==> src/rtl/priv_csr_access_ctrl.sv <==
// CSR instruction sequencer: accepts one CSR access, reads the old value,
// checks privilege and read-only rules, issues one write strobe, then answers.
module priv_csr_access_ctrl (
  input  logic        CLK,
  input  logic        RST,
  input  logic        req_valid,
  output logic        req_ready,
  input  logic [1:0]  req_op,
  input  logic [11:0] req_addr,
  input  logic [31:0] req_wdata,
  input  logic        req_rs1_zero,
  input  logic [1:0]  req_priv,
  output logic        resp_valid,
  input  logic        resp_ready,
  output logic [31:0] resp_rdata,
  output logic        resp_illegal,
  input  logic        retire_in,
  output logic [11:0] csr_addr,
  output logic [1:0]  curr_priv,
  output logic        csr_write,
  output logic        csr_set,
  output logic        csr_clear,
  output logic [31:0] new_csr_val,
  output logic        inst_ret,
  input  logic [31:0] old_csr_val,
  input  logic        invalid_csr
);

  localparam logic [1:0] ST_IDLE  = 2'd0;
  localparam logic [1:0] ST_READ  = 2'd1;
  localparam logic [1:0] ST_WRITE = 2'd2;
  localparam logic [1:0] ST_RESP  = 2'd3;

  localparam logic [1:0] OP_RW  = 2'b00;
  localparam logic [1:0] OP_RS  = 2'b01;
  localparam logic [1:0] OP_RC  = 2'b10;
  localparam logic [1:0] OP_RSV = 2'b11;

  logic [1:0]  state_reg, state_next;
  logic [1:0]  op_reg;
  logic [11:0] addr_reg;
  logic [31:0] wdata_reg;
  logic        rs1_zero_reg;
  logic [1:0]  priv_reg;
  logic [31:0] rdata_reg;
  logic        illegal_reg;
  logic        inst_ret_reg, inst_ret_next;
  logic        pending_reg, pending_next;

  logic write_intent;
  logic illegal_now;
  logic accept;
  logic csr_retire;
  logic in_write;

  // RS/RC with a zero operand is a pure read and never counts as a write.
  always_comb begin
    write_intent = (op_reg == OP_RW) ||
                   (((op_reg == OP_RS) || (op_reg == OP_RC)) && !rs1_zero_reg);
    illegal_now  = invalid_csr ||
                   (op_reg == OP_RSV) ||
                   (addr_reg[9:8] > priv_reg) ||
                   ((addr_reg[11:10] == 2'b11) && write_intent);
  end

  assign accept     = (state_reg == ST_IDLE) && req_valid;
  assign csr_retire = (state_reg == ST_RESP) && resp_ready && !illegal_reg;
  assign in_write   = (state_reg == ST_WRITE);

  always_comb begin
    state_next = state_reg;
    case (state_reg)
      ST_IDLE:  if (req_valid) state_next = ST_READ;
      ST_READ:  state_next = (illegal_now || !write_intent) ? ST_RESP : ST_WRITE;
      ST_WRITE: state_next = ST_RESP;
      ST_RESP:  if (resp_ready) state_next = ST_IDLE;
      default:  state_next = ST_IDLE;
    endcase
  end

  // Pipeline retirement wins the slot; a colliding CSR retirement waits in
  // pending and goes out on the first cycle without retire_in.
  always_comb begin
    inst_ret_next = 1'b0;
    pending_next  = 1'b0;
    if (retire_in) begin
      inst_ret_next = 1'b1;
      pending_next  = pending_reg | csr_retire;
    end else if (pending_reg) begin
      inst_ret_next = 1'b1;
      pending_next  = csr_retire;
    end else begin
      inst_ret_next = csr_retire;
      pending_next  = 1'b0;
    end
  end

  always_ff @(posedge CLK) begin
    if (RST) begin
      state_reg    <= ST_IDLE;
      op_reg       <= 2'b00;
      addr_reg     <= 12'h000;
      wdata_reg    <= 32'h0;
      rs1_zero_reg <= 1'b0;
      priv_reg     <= 2'b00;
      rdata_reg    <= 32'h0;
      illegal_reg  <= 1'b0;
      inst_ret_reg <= 1'b0;
      pending_reg  <= 1'b0;
    end else begin
      state_reg    <= state_next;
      inst_ret_reg <= inst_ret_next;
      pending_reg  <= pending_next;
      if (accept) begin
        op_reg       <= req_op;
        addr_reg     <= req_addr;
        wdata_reg    <= req_wdata;
        rs1_zero_reg <= req_rs1_zero;
        priv_reg     <= req_priv;
      end
      if (state_reg == ST_READ) begin
        rdata_reg   <= illegal_now ? 32'h0 : old_csr_val;
        illegal_reg <= illegal_now;
      end
    end
  end

  assign req_ready    = (state_reg == ST_IDLE);
  assign resp_valid   = (state_reg == ST_RESP);
  assign resp_rdata   = rdata_reg;
  assign resp_illegal = illegal_reg;
  assign csr_addr     = addr_reg;
  assign curr_priv    = priv_reg;
  assign csr_write    = in_write && (op_reg == OP_RW);
  assign csr_set      = in_write && (op_reg == OP_RS);
  assign csr_clear    = in_write && (op_reg == OP_RC);
  assign new_csr_val  = in_write ? wdata_reg : 32'h0;
  assign inst_ret     = inst_ret_reg;

endmodule

==> config.mk <==
export PLATFORM = sky130hd
export DESIGN_NAME = priv_csr_access_ctrl
export DESIGN_NICKNAME = d
export VERILOG_FILES = /design/src/rtl/priv_csr_access_ctrl.sv
export SDC_FILE = /design/constraint.sdc
export NUM_CORES = 1
export LEC_CHECK = 0
export ABC_AREA = 1
export CAP_MARGIN = 20
export CORE_ASPECT_RATIO = 0.75
export CORE_UTILIZATION = 37
export DETAILED_ROUTE_END_ITERATION = 10
export GPL_TIMING_DRIVEN = 0
export MAX_ROUTING_LAYER = met4
export PLACE_DENSITY = 0.86
export RECOVER_POWER = 50
export SYNTH_ARGS = -nofsm -noshare
export SYNTH_HDL_FRONTEND = slang
export SYNTH_SLANG_ARGS = --single-unit
==> constraint.sdc <==
create_clock -name CLK -period 1.4 [get_ports CLK]
set_clock_uncertainty 0.1 [all_clocks]
set_input_delay 0.14 -clock CLK [delete_from_list [all_inputs] [get_ports CLK]]
set_output_delay 0.14 -clock CLK [all_outputs]
set_load 0.02 [all_outputs]
After elaboration in Yosys (flattened, before gate mapping):

Cells that the tools add are included.

* flip-flop bits (word level): 86

* bitwise gates (word level): 1
* eq/ne operators: 9
* reduce and logical (&&, ||, !) cells: 20
* multiplexer cells: 10
* $lt $le $gt $ge: 1

Operator list (number)
* 32-bit 2-to-1 mux: 2
* 2-bit == test (second input constant): 5
* 1-bit logical AND: 8
* 2-bit case mux with 4 select lines: 1
* 1-bit logical OR: 6
* 1-bit 2-to-1 mux: 5
* 2-bit by 1-bit == test with 1-bit output (second input constant): 2
* 2-bit logical NOT: 2
* 2-bit 2-to-1 mux: 2
* 1-bit logical NOT: 3
* 2-bit greater-than comparator: 1
* 2-bit by 1-bit inequality test with 1-bit output (second input constant): 1
* 2-bit inequality test (second input constant): 1
* 2-bit AND reduction: 1
* 1-bit bitwise OR: 1

Logic depth before layout (Yosys ltp):

* depth in word-level cells: 9
* mapped depth: 11
* gate-level depth less buffers: 11

Worst setup path before layout:

No wires, ideal clock.

* kind: register -> register
* from: register priv_reg[1], in the netlist curr_priv[1]
* to: register rdata_reg[0], in the netlist resp_rdata[0]
* data required time: 1.180 ns
* stages on the path, launching flop included: 11
* data arrival time: 1.330 ns
* library setup time: 0.120 ns
* path slack: -0.150 ns
* cells stage by stage: dfxtp_1 -> inv_1 -> ha_1 -> nand2_1 -> nand2_1 -> nand2_1 -> nand3_2 -> nand2_2 -> inv_4 -> buf_12 -> nor3_2

* longest elaborated chain between the ends: 4

RTL lines
* start, declared: RTL line 44 `logic [1:0] priv_reg;`
* start signal, assigned: RTL line 119 `priv_reg <= req_priv;`
* 2-bit greater-than comparator: RTL line 62 `(addr_reg[9:8] > priv_reg) ||`
* 1-bit logical OR: RTL line 61 `(op_reg == OP_RSV) ||`
* 1-bit logical OR: RTL line 62
* 32-bit 2-to-1 mux: RTL line 122 `rdata_reg <= illegal_now ? 32'h0 : old_csr_val;`
* end signal, assigned: RTL line 122
* end, declared: RTL line 45 `logic [31:0] rdata_reg;`

No other way between the ends.
A chain may end at the register's enable or synchronous reset.

Worst setup path in the final report:

* from: register state_reg[0]
* to: output port new_csr_val[15]

* longest elaborated chain between the ends: 2

RTL lines
* start, declared: RTL line 39 `logic [1:0] state_reg, state_next;`
* start signal, assigned: RTL line 111 `state_reg <= state_next;`
* 2-bit == test: RTL line 68 `assign in_write = (state_reg == ST_WRITE);`
* 32-bit 2-to-1 mux: RTL line 137 `assign new_csr_val = in_write ? wdata_reg : 32'h0;`
* end, declared: RTL line 23 `output logic [31:0] new_csr_val,`

No other way between the ends.

==> flow_summary.yaml <==
timing:
  worst_slew_pin_slew_ns: 0.457
  hold-worst-slack_ns: 0.301
  max_freq_mhz: 592
  relSlewSlack_pct: 69.2
  fin_ws_ns: -0.291
  report.final.hold_viol_count: 0
  number_of_max_slew_violations_in_the_final_report: 0
  rsz0062_at_grt: "yes"
  post-route-min-period_ns: 1.69
  setup_violations: 121
  fin_crit_sh_pct: 121
synth:
  yosysTopAreaCell: "sky130_fd_sc_hd__dfxtp_1"
  synth.ff_latch_count: 86
  synth_top_cell_area_share_pct: 46.6
  syn-cell-area_um2: 3700
  netlist_top_cells_area: "sky130_fd_sc_hd__dfxtp_1, sky130_fd_sc_hd__nor2_1, sky130_fd_sc_hd__o21ai_0"
  netlist_instances: 483
  synthesis.yosys.warnings: 0
  synthesis.nets: 580
  ys_seq_area_share_pct: 46.6
  synth.lib_cells_used.distinct: 20
  synth.avg_cell_area_um2: 7.65
power_and_ir_drop:
  p_leak_uw: 0.00351
  internal_power_uw: 8450
  p_clk_share_pct: 16.5
  peakVddDrop_uv: 1060
  power_frac_seq_pct: 27.5
  power_density_nw_per_um2: 1920
  p_sw_uw: 5780
  netSwitchingFraction_pct: 40.6
  combPwrFrac_pct: 56.0
setup_path:
  worstPathRequired_ns: 1.16
  crit_arrival_ns: 1.45
  crit_path_max_fanout: 7
  timing.critical_path.to_type: "primary output"
  worst_setup_path_start_kind: "flop"
  classification_of_the_worst_setup_path: "reg2out"
die:
  site_rows: 31
  placeableCoreArea_um2: 9700
  fp.dieW_um: 117
  initial_utilization_pct: 38.1
  die_area_um2: 10400
  die_h_um: 88.6
  number_of_top_level_pins: 172
cts:
  cts_sinks: 86
  cts_hold_buffers: 0
  insertion_delay_ns: 0.33
  cts_tree: "done"
  cts_root_buffer: "sky130_fd_sc_hd__clkbuf_16"
  number_of_clock_buffers_inserted_by_tritoncts: 9
  cts_max_level: 3
  cts.clk_slew.worst_paths_ns: 0.06
  clock_tree.buffer_depth: 2
route:
  vias: 4131
  antenna_violating_nets_post_route: 0
  routedWlPerCell_um: 16.3
  drt-initial-drc-count: 153
  via_per_inst: 4.94
  drt_pre_antenna_iters: 4
  detail_route.wirelength_um: 13600
  drt_drc_violations_left: 0
place:
  routabilityCongestion: 0.770
  placedInstanceArea_um2: 5610
  place.detailed.hpwl_um: 7830
  placement.io_buffers: 171
layout:
  mostFrequentLayoutCells: "sky130_fd_sc_hd__clkdlybuf4s50_1, sky130_fd_sc_hd__dfxtp_1, sky130_fd_sc_hd__nor2_1"
  seqCellArea_um2: 1740
  multiInputGateArea_um2: 2370
  num-fill-cells: 624
  utilization_of_the_core_after_routing_pct: 76.3
  layout.cells.most_common: "sky130_fd_sc_hd__clkdlybuf4s50_1"
  finalInstanceArea_um2: 7400
  insertedDiodeCount: 0
  layout_overhead_on_the_synthesized_area_pct: 100
  final_layout_size_suffix_gt1_share_pct: 44.7
  nNetsFinal: 797
flow_run:
  drv.max_cap_violation_count: 0
global_route:
  antenna_found_initial: 0
  largest_net_degree_at_the_start_of_global_routing: 14
  grt_util_all_layers_pct: 23.1
  overflow: 0
  grt_first_pass_wirelength_um: 18200
  vias_in_the_first_global_route: 3820
outcome:
  violations: "setup timing"
  status: "finished with violations"
worst_hold_path:
  holdCritPathClass: "in2reg"
## routing by layer
metal | part of all wire [%] | track usage, % | up-vias | wire length, um
li1 | - | - | 1965 | -
met1 | 41 | 26.6 | 1993 | 5630
met2 | 52 | 39.1 | 153 | 7130
met3 | 4.9 | 5.61 | 20 | 666
met4 | 1.6 | 10.0 | 0 | 213
met5 | 0 | - | - | 0
## final cells by class
class | count | share of cell area [%]
Multi-Input combinational cell | 312 | 32.1
Inverter | 56 | 3.25
Clock inverter | 4 | 0.643
Buffer | 30 | 5.14
Tap cell | 132 | 2.23
Timing Repair Buffer | 204 | 29.7
Clock buffer | 11 | 3.28
Timing Repair inverter | 1 | 0.152
Sequential cell | 86 | 23.5
## cell families (layout without fill, tap and decap cells)
group / after synthesis / count (layout) / synth area share [%]
and+or+nand+nor: 205 / 206 / 26.3
AOI/OAI and AO/OA: 96 / 96 / 13.1
DFF: 86 / 86 / 46.6
buffers and inverters: 86 / 306 / 10.6
adders and majority gates: 10 / 10 / 3.39
## final timing paths
kind	slack, ns	to	cells past startpoint	start
hold / removal	0.30	inst_ret$_SDFF_PP0_	3	retire_in
hold reg to reg	0.39	resp_illegal$_SDFFE_PP0P_	2	resp_illegal$_SDFFE_PP0P_
setup / recovery	-0.29	new_csr_val[15]	7	state_reg[0]$_SDFFE_PP0P_
setup reg to reg	-0.26	resp_rdata[18]$_SDFFE_PP0P_	11	op_reg[0]$_SDFFE_PP0P_
## synthesized netlist by cell type
| library cell | number |
|---|---|
| sky130_fd_sc_hd__nor2_1 | 121 |
| sky130_fd_sc_hd__dfxtp_1 | 86 |
| sky130_fd_sc_hd__o21ai_0 | 82 |
| sky130_fd_sc_hd__inv_1 | 52 |
| sky130_fd_sc_hd__nand2_1 | 48 |
| sky130_fd_sc_hd__nor3_2 | 30 |
| sky130_fd_sc_hd__buf_2 | 14 |
| sky130_fd_sc_hd__clkbuf_1 | 13 |
| sky130_fd_sc_hd__ha_1 | 10 |
| sky130_fd_sc_hd__a21oi_1 | 9 |
| sky130_fd_sc_hd__buf_12 | 3 |
| sky130_fd_sc_hd__inv_2 | 3 |
| sky130_fd_sc_hd__o21ai_1 | 3 |
| sky130_fd_sc_hd__nand2_2 | 2 |
| sky130_fd_sc_hd__nor3_1 | 2 |
| sky130_fd_sc_hd__a211oi_1 | 1 |
| sky130_fd_sc_hd__a31oi_1 | 1 |
| sky130_fd_sc_hd__inv_4 | 1 |
| sky130_fd_sc_hd__nand3_2 | 1 |
| sky130_fd_sc_hd__nand4_1 | 1 |
## through the flow
| stage | TNS [ns] | cells | setup slack (ns) | power [uW] |
|---|---|---|---|---|
| after global routing | -25.57 | 836 | -0.328 | 14900 |
| after detailed placement | -38.75 | 786 | -0.636 | 8630 |
| final | -20.24 | 836 | -0.291 | 14200 |
| after CTS | -14.74 | 819 | -0.269 | 12300 |
| after global placement | -34.82 | 786 | -0.607 | 8460 |
| after floorplan | -0.827 | 483 | -0.0270 | 6600 |
## power by group through the flow
stage,clock network (uW),logic (uW),registers [uW]
after detailed placement,0,4960,3670
final,2350,7970,3910
after CTS,2390,6210,3710
after global placement,0,4830,3630
after global routing,2490,8430,3990
after floorplan,0,2450,4150
## repair_timing
item / 4_1_cts / 5_1_grt
resized for setup: 431 / 191
setup endpoints to repair: 169 / 121
buffers inserted: 11 / 10
gates cloned: 7 / 10
pin swaps: 30 / 28
## critical path: stages, from the launching register on
cell,delay (ns)
sky130_fd_sc_hd__dfxtp_4,0.37
sky130_fd_sc_hd__inv_4,0.04
sky130_fd_sc_hd__ha_4,0.17
sky130_fd_sc_hd__buf_12,0.14
sky130_fd_sc_hd__clkbuf_16,0.16
sky130_fd_sc_hd__nand2_4,0.06
sky130_fd_sc_hd__inv_2,0.04
sky130_fd_sc_hd__buf_6,0.12
Note: power is estimated with default switching activity, not from simulation.
